===== src/rtl/mac_pkg.sv =====
// Shared types and default widths for the MAC operand feeder and its operand store.
package mac_pkg;

  localparam int unsigned MAC_WIDTH     = 10;
  localparam int unsigned MAC_ACC_WIDTH = 20;

  typedef enum logic [2:0] {
    IDLE,
    CLEAR,
    STREAM,
    DRAIN,
    DONE
  } feeder_state_t;

  typedef logic signed [MAC_WIDTH-1:0]     operand_t;
  typedef logic signed [MAC_ACC_WIDTH-1:0] acc_t;

endpackage


===== src/rtl/mac_operand_ram.sv =====
// Operand store: DEPTH entries of packed {A, B}; synchronous write, combinational read.
module mac_operand_ram #(
  parameter int unsigned DEPTH = 8,
  parameter int unsigned DW    = 20,
  parameter int unsigned AW    = $clog2(DEPTH)
) (
  input  logic          clk,
  input  logic          we,
  input  logic [AW-1:0] waddr,
  input  logic [DW-1:0] wdata,
  input  logic [AW-1:0] raddr,
  output logic [DW-1:0] rdata
);

  // Contents survive reset by design, so no reset branch here.
  logic [DW-1:0] mem [DEPTH];

  always_ff @(posedge clk) begin
    if (we) begin
      mem[waddr] <= wdata;
    end
  end

  assign rdata = mem[raddr];

endmodule


===== src/rtl/mac_operand_feeder.sv =====
// Streams stored A/B operand pairs into a 2-cycle MAC and returns the dot product.
// Optional drain timeout and timeout port enabled by defining MAC_FEEDER_TIMEOUT_EN.
module mac_operand_feeder
  import mac_pkg::*;
#(
  parameter int unsigned WIDTH     = MAC_WIDTH,
  parameter int unsigned ACC_WIDTH = MAC_ACC_WIDTH,
  parameter int unsigned DEPTH     = 8,
  parameter int unsigned AW        = $clog2(DEPTH),
  parameter int unsigned TIMEOUT   = 15
) (
  input  logic                 clk,
  input  logic                 reset,
  input  logic                 wr_en,
  input  logic [AW-1:0]        wr_addr,
  input  logic [WIDTH-1:0]     wr_a,
  input  logic [WIDTH-1:0]     wr_b,
  input  logic                 start,
  input  logic [AW:0]          length,
  output logic                 mac_clr,
  output logic [WIDTH-1:0]     a_out,
  output logic [WIDTH-1:0]     b_out,
  output logic                 valid_out,
  input  logic [ACC_WIDTH-1:0] mac_f,
  input  logic                 mac_valid,
  output logic                 busy,
  output logic                 done,
`ifdef MAC_FEEDER_TIMEOUT_EN
  output logic                 timeout,
`endif
  output logic [ACC_WIDTH-1:0] result
);

  typedef logic [AW:0] cnt_t;
  localparam cnt_t DepthCnt = cnt_t'(DEPTH);

  feeder_state_t state_q, state_d;
  cnt_t len_q, len_d;
  cnt_t idx_q, idx_d;
  cnt_t rcnt_q, rcnt_d;
  cnt_t len_sat, rcnt_inc;

  logic                 mac_clr_q, mac_clr_d;
  logic                 valid_q, valid_d;
  logic                 done_q, done_d;
  logic [WIDTH-1:0]     a_q, a_d, b_q, b_d;
  logic [ACC_WIDTH-1:0] result_q, result_d;

  logic [AW-1:0]        rd_addr;
  logic [2*WIDTH-1:0]   rd_data;
  logic [WIDTH-1:0]     rd_a, rd_b;

  mac_operand_ram #(
    .DEPTH (DEPTH),
    .DW    (2 * WIDTH),
    .AW    (AW)
  ) u_ram (
    .clk   (clk),
    .we    (wr_en && (state_q == IDLE)),
    .waddr (wr_addr),
    .wdata ({wr_a, wr_b}),
    .raddr (rd_addr),
    .rdata (rd_data)
  );

  // Entry 0 is presented during CLEAR so the first pair issues on the next cycle.
  assign rd_addr  = (state_q == STREAM) ? idx_q[AW-1:0] : '0;
  assign rd_a     = rd_data[2*WIDTH-1:WIDTH];
  assign rd_b     = rd_data[WIDTH-1:0];
  assign len_sat  = (length > DepthCnt) ? DepthCnt : length;
  assign rcnt_inc = rcnt_q + 1'b1;

`ifdef MAC_FEEDER_TIMEOUT_EN
  localparam int unsigned TW = $clog2(TIMEOUT + 1);
  typedef logic [TW-1:0] tcnt_t;
  localparam tcnt_t TimeoutLast = tcnt_t'(TIMEOUT - 1);

  tcnt_t drain_q, drain_d;
  logic  timeout_q, timeout_d;

  assign timeout = timeout_q;
`else
  logic unused_timeout;
  assign unused_timeout = ^TIMEOUT;
`endif

  always_comb begin
    state_d   = state_q;
    len_d     = len_q;
    idx_d     = idx_q;
    rcnt_d    = rcnt_q;
    mac_clr_d = 1'b0;
    valid_d   = 1'b0;
    done_d    = 1'b0;
    a_d       = '0;
    b_d       = '0;
    result_d  = result_q;
`ifdef MAC_FEEDER_TIMEOUT_EN
    drain_d   = drain_q;
    timeout_d = timeout_q;
`endif

    unique case (state_q)
      IDLE: begin
        if (start) begin
          len_d = len_sat;
`ifdef MAC_FEEDER_TIMEOUT_EN
          timeout_d = 1'b0;
`endif
          if (len_sat == '0) begin
            state_d  = DONE;
            result_d = '0;
            done_d   = 1'b1;
          end else begin
            state_d   = CLEAR;
            mac_clr_d = 1'b1;
          end
        end
      end

      CLEAR: begin
        a_d     = rd_a;
        b_d     = rd_b;
        valid_d = 1'b1;
        idx_d   = cnt_t'(1);
        rcnt_d  = '0;
        state_d = STREAM;
`ifdef MAC_FEEDER_TIMEOUT_EN
        drain_d = '0;
`endif
      end

      STREAM: begin
        if (mac_valid) begin
          rcnt_d = rcnt_inc;
        end
        if (idx_q == len_q) begin
          state_d = DRAIN;
        end else begin
          a_d     = rd_a;
          b_d     = rd_b;
          valid_d = 1'b1;
          idx_d   = idx_q + 1'b1;
        end
      end

      DRAIN: begin
        if (mac_valid && (rcnt_inc == len_q)) begin
          rcnt_d   = rcnt_inc;
          result_d = mac_f;
          done_d   = 1'b1;
          state_d  = DONE;
        end else begin
          if (mac_valid) begin
            rcnt_d = rcnt_inc;
          end
`ifdef MAC_FEEDER_TIMEOUT_EN
          if (drain_q == TimeoutLast) begin
            result_d  = mac_f;
            done_d    = 1'b1;
            timeout_d = 1'b1;
            state_d   = DONE;
          end else begin
            drain_d = drain_q + 1'b1;
          end
`endif
        end
      end

      DONE: begin
        state_d = IDLE;
      end

      default: begin
        state_d = IDLE;
      end
    endcase
  end

  always_ff @(posedge clk) begin
    if (reset) begin
      state_q   <= IDLE;
      len_q     <= '0;
      idx_q     <= '0;
      rcnt_q    <= '0;
      mac_clr_q <= 1'b0;
      valid_q   <= 1'b0;
      done_q    <= 1'b0;
      a_q       <= '0;
      b_q       <= '0;
      result_q  <= '0;
    end else begin
      state_q   <= state_d;
      len_q     <= len_d;
      idx_q     <= idx_d;
      rcnt_q    <= rcnt_d;
      mac_clr_q <= mac_clr_d;
      valid_q   <= valid_d;
      done_q    <= done_d;
      a_q       <= a_d;
      b_q       <= b_d;
      result_q  <= result_d;
    end
  end

`ifdef MAC_FEEDER_TIMEOUT_EN
  always_ff @(posedge clk) begin
    if (reset) begin
      drain_q   <= '0;
      timeout_q <= 1'b0;
    end else begin
      drain_q   <= drain_d;
      timeout_q <= timeout_d;
    end
  end
`endif

  assign mac_clr   = mac_clr_q;
  assign valid_out = valid_q;
  assign a_out     = a_q;
  assign b_out     = b_q;
  assign done      = done_q;
  assign result    = result_q;
  assign busy      = (state_q != IDLE);

endmodule


===== config.mk =====
export PLATFORM = sky130hd
export DESIGN_NAME = mac_operand_feeder
export DESIGN_NICKNAME = d
export VERILOG_FILES = /design/src/rtl/mac_pkg.sv /design/src/rtl/mac_operand_ram.sv /design/src/rtl/mac_operand_feeder.sv
export SDC_FILE = /design/constraint.sdc
export NUM_CORES = 1
export LEC_CHECK = 0
export BUFFER_PORTS_ARGS = -buffer_cell sky130_fd_sc_hd__buf_4
export CAP_MARGIN = 25
export CORE_MARGIN = 2
export CORE_UTILIZATION = 58
export DETAILED_ROUTE_END_ITERATION = 10
export HOLD_SLACK_MARGIN = 0.1
export PLACE_DENSITY_LB_ADDON = 0.12
export SYNTH_ARGS = -nofsm -noshare
export SYNTH_HDL_FRONTEND = slang
export SYNTH_SLANG_ARGS = --single-unit

===== constraint.sdc =====
create_clock -name clk -period 4.1 [get_ports clk]
set_clock_uncertainty 0.15 [all_clocks]
set_input_delay 0.205 -clock clk [delete_from_list [all_inputs] [get_ports clk]]
set_output_delay 0.205 -clock clk [all_outputs]
set_load 0.05 [all_outputs]

# Word level (Yosys, flattened, before mapping)
# Memories as Yosys holds them, arrays and structs flattened.
# Index checks and enable logic that the tools add are counted.
# classes
n_mux,29
n_lt_le_gt_ge,1
eq_ne,10
bitwise,2
n_addsub,2
n_reduce_logical,13
# ops
operator,count
$mux W20,3
$pmux W10 S2,2
$pmux W20 S2,1
$mux W10,2
$mux W4,4
$mux W3,5
$pmux W3 S4,1
$pmux W4 S3,1
$add A4 B1 Y4 const B,2
$eq A4 B4 Y1,2
$pmux W4 S2,1
$mux W1,7
$eq A3 B2 Y1 const B,2
$ne A2 B2 Y1 const B,3
$reduce_bool A3 Y1,2
$gt A4 B4 Y1 const B,1
$logic_not A4 Y1,1
$ne A2 B1 Y1 const B,2
$pmux W1 S2,2
$reduce_and A2 Y1,2
$reduce_and A4 Y1,1
$reduce_bool A2 Y1,2
$eq A3 B1 Y1 const B,1
$logic_not A3 Y1,1
4 further kinds,6
# word_totals
mem_count,1
elab_cells,68
mem_bits_rw,160
regBits,58
# memory_table
name,depth,word_bits,rd,rd_clocked_by_memory_dff,wr,line_no,rtl
u_ram.mem,8,20,1,0,1,mac_operand_ram.sv:16,logic [DW-1:0] mem [DEPTH];

# Logic depth before layout (Yosys ltp)
# Gate-level depths: netlist of the first run.
# logic_depth
word_depth,6
ltp_mapped,8
mapped_depth_nobuf,6

# Hierarchy
# From an unflattened synthesis of the first run, not the netlist that was laid out.
# unflattened
cells_unflattened,482
area_unflattened_um2,8450.6
# by_module_without_submodules
module,n_inst,cells_per_inst,seq_area_each_um2,area_per_inst_um2
mac_operand_ram,1,244,4804.6,6212.2
mac_operand_feeder,1,238,1161.1,2238.4

# Least setup slack after synthesis of the first run
# No wires, ideal clock.
# synth_timing
kind,flip-flop to flip-flop
from,reg state_q[1]
to,mem u_ram.mem[1][0] (enable)
setup_time_ps,422
path_buffers,1
synth_period_minus_slack_ps,3043
stages_incl_launch_ff,5
t_arrival_ps,2471
slack_ps,1057
cell_sequence,dfxtp_1 -> buf_2 -> nor3_1 -> nand3_1 -> nor3_1
# synth_via
elab_chain_cells,4
# synth_lines
item,line_no,rtl
"start, declared",mac_operand_feeder.sv:37,"feeder_state_t state_q, state_d;"
"start signal, assigned",mac_operand_feeder.sv:193,state_q <= state_d;
$logic_not A3 Y1,mac_operand_feeder.sv:59,".we (wr_en && (state_q == IDLE)),"
$logic_and A1 B1 Y1,mac_operand_feeder.sv:59,
$mux W1,mac_operand_ram.sv:19,if (we) begin
$mux W1 (not written as such),mac_operand_ram.sv:20,mem[waddr] <= wdata;
"end, declared",mac_operand_ram.sv:16,
# Every way passes these cells.

# Worst setup path after layout of the first run
# layout_timing
from,reg rcnt_q[0]
to,"reg result_q[11], in the netlist result[11]"
# layout_via
elab_chain_cells,5
# layout_lines
item,line_no,rtl
"start, declared",mac_operand_feeder.sv:40,"cnt_t rcnt_q, rcnt_d;"
"start signal, assigned",mac_operand_feeder.sv:196,rcnt_q <= rcnt_d;
$add A4 B1 Y4,mac_operand_feeder.sv:71,assign rcnt_inc = rcnt_q + 1'b1;
$eq A4 B4 Y1,mac_operand_feeder.sv:148,if (mac_valid && (rcnt_inc == len_q)) begin
$logic_and A1 B1 Y1,mac_operand_feeder.sv:148,
$ne A2 B2 Y1 (no line),--,
$reduce_and A4 Y1 (no line),--,
"end signal, assigned",mac_operand_feeder.sv:202,result_q <= result_d;
"end, declared",mac_operand_feeder.sv:47,"logic [ACC_WIDTH-1:0] result_q, result_d;"
# Every way passes these cells.
# A chain may end at the register's enable or synchronous reset.

==> impl_metrics.toml, run 1 <==
[critical_path]
start_kind = "flip-flop"
crit_required_ns = 4.40
regToRegStartpoint = "rcnt_q[0]"
path_delay_family = "simple AND/OR/NAND/NOR gates"
critPathArrivalTime_ns = 3.48
regToRegSetupSlack_ns = 0.92
startpoint = "rcnt_q[0]"
worstSetupPathType = "reg2reg"
rr_endpoint = "result[11]"
slowest_stage = "dlygate4sd3_1"
timing.critical_path.buf_inv = 1
crit_chain = "ha_1, xnor2_1, and3_1, nor4b_1, a31o_2, mux2i_1, dlygate4sd3_1"
cp_max_fo = 20
crit_path_max_incr_delay_ns = 0.58
ff2ff_path_depth = 7
cp-end-kind = "flip-flop"

[clocking]
post-cts-setup-buffers = 0
cts-root-buf = "clkbuf_16"
clkTransAtPathRegs_ns = 0.06
worstSkewPairLatency_ns = 0.53
cts.sinks = 218
clockBufferDepth = 3
ctsHoldBuffers = 61
cts_buffers = 23
cts_tree = "built"
htree_levels = 1
cts_resized = 0

[detailed_routing]
drt_iter0_markers = 679
drc = 0
route.antenna.remaining_nets = 0
routedWlPerCell_um = 20.04
vias = 6075
finalWirelength_mm = 20.31
via_per_inst = 5.997
first_pass_iters = 6

[floorplan]
die-area_um2 = 16150
die_w_um = 127.1
dieHeight_um = 127.1
core-area_um2 = 14640
initial_core_util = 0.6001
num_rows = 44
io_pins = 96

[global_route]
track_usage = 0.2510
grt_max_degree = 72
antenna_found_initial = 0
grt_pass1_vias = 6034
grt_overflow = 0
grt_pass1_wl_mm = 31.75

[final_layout]
drive_above_1_share = 0.2198
syn_to_final_growth_pct = 25.94
fill_cells = 946
stdcell_count = 1013
nets = 865

[job]
cap_violations = 0

[sta]
setup-violations-final = 0
tightest_slew_ns = 1.022
slew-limit-headroom = 0.3188
fin_crit_sh = 0.7754
slew_violations = 0
rsz0062_at_grt = "false"
fin_crit_ns = 3.179
max_freq_mhz = 314.5
timing.setup.tns_ns = 0
hold_viol = 0

[min_path]
hp-start = "wr_addr[0]"
hold_end = "u_ram.mem[5][12]"
hold_class = "in2reg"
worstHoldPathCells = 3

[pwr]
p_leak_uw = 0.003931
power.density_nw_per_um2 = 476.4
ir_worst_vdd_uv = 375.6

[synth]
synth_common_cells = "edfxtp_1 (160), dfxtp_1 (58), nand2_1 (57), a21oi_1 (51), clkbuf_1 (31)"
synth.distinct_cells = 44
seq_area_frac_synth = 0.6788
synth_cells = 666
syn_area_um2 = 8788
synth_edf_count = 160
ys_warn_count = 0
synth_most_common_cell = "edfxtp_1"
ys_top_cells_by_area = "edfxtp_1 (55%), dfxtp_1 (13%), mux2i_1 (3.3%), a21oi_1 (2.9%), mux2_2 (2.6%)"
async_flop_share = 0
ys.flop_type = "edfxtp_1"
synth.top_cell.area_share = 0.5467
syn_nets = 720
syn-mean-instance-area_um2 = 13.20
yosys_register_bits = 218
yosysTopAreaCell = "edfxtp_1"

[place]
hpwl_mm = 11.51
placedCellCount = 909
place.gp.congestion = 0.8098
numPortBuffers = 95

[run_status]
status = "complete, no violations"
through the flow:
stage / hold slack, ns / util / power, uW / worst slack [ns] / cell area, um^2
after floorplan: 0.1539 / - / 2975 / 1.057 / 8788
after global placement: 0.2859 / 0.6568 / 3158 / 1.401 / 9618
after detailed placement: 0.2904 / 0.6615 / 3180 / 1.375 / 9687
after CTS: 0.1871 / 0.7556 / 5287 / 1.025 / 11070
after global routing: 0.2083 / 0.7556 / 5432 / 0.7396 / 11070
final: 0.1971 / 0.7558 / 5273 / 0.9207 / 11070
layout by cell type (no fill, tap or decap), drive strengths merged, types with 2 or more instances in the layout:
| cell type | synthesis | routed |
|---|---|---|
| nor2b | 20 | 20 |
| inv | 2 | 4 |
| bufinv | 0 | 3 |
| edfxtp | 160 | 160 |
| o221ai | 20 | 20 |
| nand3b | 4 | 4 |
| clkinv | 0 | 11 |
| o21ai | 13 | 13 |
| mux2i | 29 | 29 |
| a31oi | 20 | 20 |
| a21oi | 51 | 51 |
| xor2 | 4 | 4 |
| nand2 | 57 | 57 |
| a22o | 20 | 20 |
| xnor2 | 8 | 8 |
| nand2b | 22 | 22 |
| nor2 | 19 | 19 |
| dfxtp | 58 | 58 |
| mux2 | 20 | 20 |
| nor3 | 8 | 8 |
| and2 | 2 | 2 |
| nand3 | 23 | 23 |
| and3 | 22 | 22 |
| buf | 21 | 111 |
| nand4 | 13 | 13 |
| dlygate4sd3 | 0 | 61 |
| nor3b | 5 | 5 |
| clkbuf | 31 | 26 |
| ha | 2 | 2 |
registers in the layout (all words and copies together) (netlist names):
signal	count
a_out	10
b_out	10
done	1
idx_q	4
len_q	4
mac_clr	1
rcnt_q	4
result	20
state_q	3
u_ram.mem	160
valid_out	1
worst reg2reg max path: stages (launching register included):
cell	delay [ns]
dfxtp_1	0.42
ha_1	0.30
xnor2_1	0.13
and3_1	0.49
nor4b_1	0.28
a31o_2	0.50
mux2i_1	0.29
dlygate4sd3_1	0.58
logic make-up after synthesis:
logic type,count (synthesis),share of synthesized area
AO/OA/AOI/OAI,130,0.09852
XOR/XNOR,12,0.01196
adder cells (fa/ha/maj),2,0.002847
buffers and inverters,54,0.02819
flip-flops,218,0.6788
multiplexers,49,0.05866
AND/OR/NAND/NOR,201,0.1210
per-layer routing:
| metal | part of all wire | wire [um] | GRT usage | up-vias |
|---|---|---|---|---|
| met5 | 0 | 0 | 0 | - |
| met4 | 0.032 | 647 | 0.09502 | 0 |
| met3 | 0.057 | 1167 | 0.03476 | 52 |
| met2 | 0.49 | 9898 | 0.4194 | 255 |
| met1 | 0.42 | 8591 | 0.3394 | 2967 |
| li1 | - | - | - | 2801 |
worst max path at each step:
stage | depth (start not counted) | slack (ns) | to
2_1_floorplan | 4 | 1.06 | u_ram.mem[1][0]
3_3_place_gp | 3 | 1.40 | u_ram.mem[7][13]
3_5_place_dp | 5 | 1.37 | a_out[0]
4_1_cts | 7 | 1.03 | result[15]
5_1_grt | 7 | 0.74 | result[11]
6_report | 7 | 0.92 | result[11]
power breakdown:
| group | switching (uW) | internal, uW |
|---|---|---|
| Combinational | 395 | 268 |
| Sequential | 79.2 | 2440 |
| Clock | 844 | 1240 |
area by class of cell:
cell class / count / area (um^2) / share of cell area
Antenna cell: 1 / 2.502 / 0.0002261
Multi-Input combinational cell: 394 / 2606 / 0.2355
Sequential cell: 218 / 5971 / 0.5395
Inverter: 2 / 7.507 / 0.0006783
Tap cell: 184 / 230.2 / 0.02080
Clock buffer: 26 / 596.8 / 0.05392
Timing Repair Buffer: 172 / 1483 / 0.1340
Clock inverter: 16 / 171.4 / 0.01549
Power figures use the tool's default switching activity.
==> inputs of run 2 (changes only) <==
--- a/config.mk
+++ b/config.mk
@@ -8,7 +8,7 @@
 export BUFFER_PORTS_ARGS = -buffer_cell sky130_fd_sc_hd__buf_4
 export CAP_MARGIN = 25
 export CORE_MARGIN = 2
-export CORE_UTILIZATION = 58
+export CORE_UTILIZATION = 53
 export DETAILED_ROUTE_END_ITERATION = 10
 export HOLD_SLACK_MARGIN = 0.1
 export PLACE_DENSITY_LB_ADDON = 0.12
==> constraint.sdc (replaced) <==
create_clock -name clk -period 2.75 [get_ports clk]
set_clock_uncertainty 0.15 [all_clocks]
set_input_delay 0.1375 -clock clk [delete_from_list [all_inputs] [get_ports clk]]
set_output_delay 0.1375 -clock clk [all_outputs]
set_load 0.05 [all_outputs]
==> run 2 against run 1 <==
  * Flip-flop and latch count unchanged
  * Total power is 49% higher
  * First-iteration DRC count shrank 30%
  * Register-to-register slack got worse by 0.77 ns
  * Die area is 9.1% higher
  * Setup slack got worse by 0.77 ns
  * Non-clock buffer count rose by 5
  * Count of clock-buffer cells in the layout rose by 5
  * Hold slack worse by 0.094 ns
  * Via count is 0.87% lower
  * Routed wire length up 0.35%
  * Critical path type unchanged
  * Largest power group unchanged
  * Highest routed layer unchanged
==> impl_metrics.toml, run 2 (same netlist as run 1, synthesis figures left out) <==
[run_status]
status = "complete, no violations"

[final_layout]
final_cell_mix = "edfxtp_1 (160), buf_4 (122), nand2_1 (57)"
stdcell_count = 1052
final_common_cell = "edfxtp_1"
largest-register = "u_ram.mem"
largest_register_ffs = 160
post-route-cell-area_um2 = 11120
drive_above_1_share = 0.2332
nets = 870
fill_cells = 1179
syn_to_final_growth_pct = 26.48
insertedDiodeCount = 0

[critical_path]
cp-end-kind = "flip-flop"
cp_max_fo = 10
crit_chain = "ha_1, xnor2_1, and3_1, nor4b_2, a31o_4, mux2i_1, dlygate4sd3_1"
crit_path_max_incr_delay_ns = 0.55
critPathArrivalTime_ns = 2.89
slowest_stage = "dlygate4sd3_1"
crit_required_ns = 3.05
start_kind = "flip-flop"
worstSetupPathType = "reg2reg"

[detailed_routing]
drt_iter0_markers = 474
vias = 6022
drc = 0
route.antenna.remaining_nets = 0
routedWlPerCell_um = 19.37
first_pass_iters = 4
via_per_inst = 5.724
finalWirelength_mm = 20.38

[place]
placedCellCount = 958
dpl_worst_slack_ns = 0.5369
numPortBuffers = 95
postPlaceCellArea_um2 = 9816
hpwl_mm = 11.58
place.gp.congestion = 0.8261

[sta]
hold_ws_ns = 0.1031
setup-violations-final = 0
fin_crit_ns = 2.595
fin_crit_sh = 0.9435
max_freq_mhz = 385.4
slew_violations = 0
timing.setup.tns_ns = 0
slew-limit-headroom = 0.6751
tightest_slew_ns = 0.4873
hold_viol = 0
setup_slack_ns = 0.1554
rsz0062_at_grt = "false"

[global_route]
grt_overflow = 0
antenna_found_initial = 0
grt_pass1_wl_mm = 32.04
track_usage = 0.2297
grt_max_degree = 66
grt_pass1_vias = 6054

[pwr]
p_leak_uw = 0.003928
power.density_nw_per_um2 = 704.8
ir_worst_vdd_uv = 587.7

[clocking]
post-cts-setup-buffers = 0
worstSkewPairLatency_ns = 0.50
cts.sinks = 218
cts_tree = "built"
cts-root-buf = "clkbuf_16"
clkTransAtPathRegs_ns = 0.06
clockBufferDepth = 3
cts_buffers = 22
htree_levels = 1

[floorplan]
num_rows = 47
dieHeight_um = 132.8
io_pins = 96
die-area_um2 = 17630
initial_core_util = 0.5357
core-area_um2 = 16410
die_w_um = 132.8

[min_path]
hold_class = "in2reg"

[job]
cap_violations = 0
==> run 2: final cells by class <==
type	instances	area, um^2	share of cell area
multi-input cells	395	2630	0.2366
repair buffers	177	1486	0.1337
inverters	2	7.507	0.0006754
flip-flops and latches	218	5971	0.5371
clock buffers	31	625.6	0.05628
clock inverters	9	120.1	0.01081
well taps	220	275.3	0.02476
==> run 2: timing repair <==
action                                 in CTS  in global routing
hold buffers                               53                  0
resized for setup                           0                  2
endpoints found under the hold margin     197                  0
setup endpoints to repair                   0                  1
==> run 2: power by group <==
part | leakage, uW | switching, uW | internal, uW
Clock | 0.000362 | 1190 | 1870
Combinational | 0.00165 | 636 | 429
Sequential | 0.00192 | 73.8 | 3640
==> run 2: final timing paths <==
check                           slack, ns         endpoint  cells after the start        from
worst max-delay path                 0.16       result[18]                      7   rcnt_q[0]
worst min-delay path                 0.10  u_ram.mem[1][6]                      3  wr_addr[2]
worst max register to register       0.16       result[18]                      7   rcnt_q[0]
worst min register to register       0.33        result[9]                      2   result[9]
==> run 2: through the flow <==
| step | util | total power, uW |
|---|---|---|
| after floorplan | - | 4436 |
| after global routing | 0.6775 | 8105 |
| after CTS | 0.6760 | 7863 |
| final | 0.6775 | 7834 |
| after global placement | 0.5983 | 4749 |
| after detailed placement | 0.5983 | 4778 |
==> run 2: worst max-delay path: cells and delay by family (launching register included) <==
kind            cells  cell delay, ns
buf+inv             1            0.55
simple gates        2            0.52
flops               1            0.42
fa+ha+maj           1            0.29
compound gates      1            0.26
mux                 1            0.19
xor+xnor            1            0.14
==> run 2: per-layer routing <==
metal  up-vias  GRT usage  share of wire
met5         -          0              0
met2       194     0.3984           0.50
met4         0    0.05556          0.012
met3        20    0.03755          0.053
met1      2999     0.3047           0.43
li1       2809          -              -
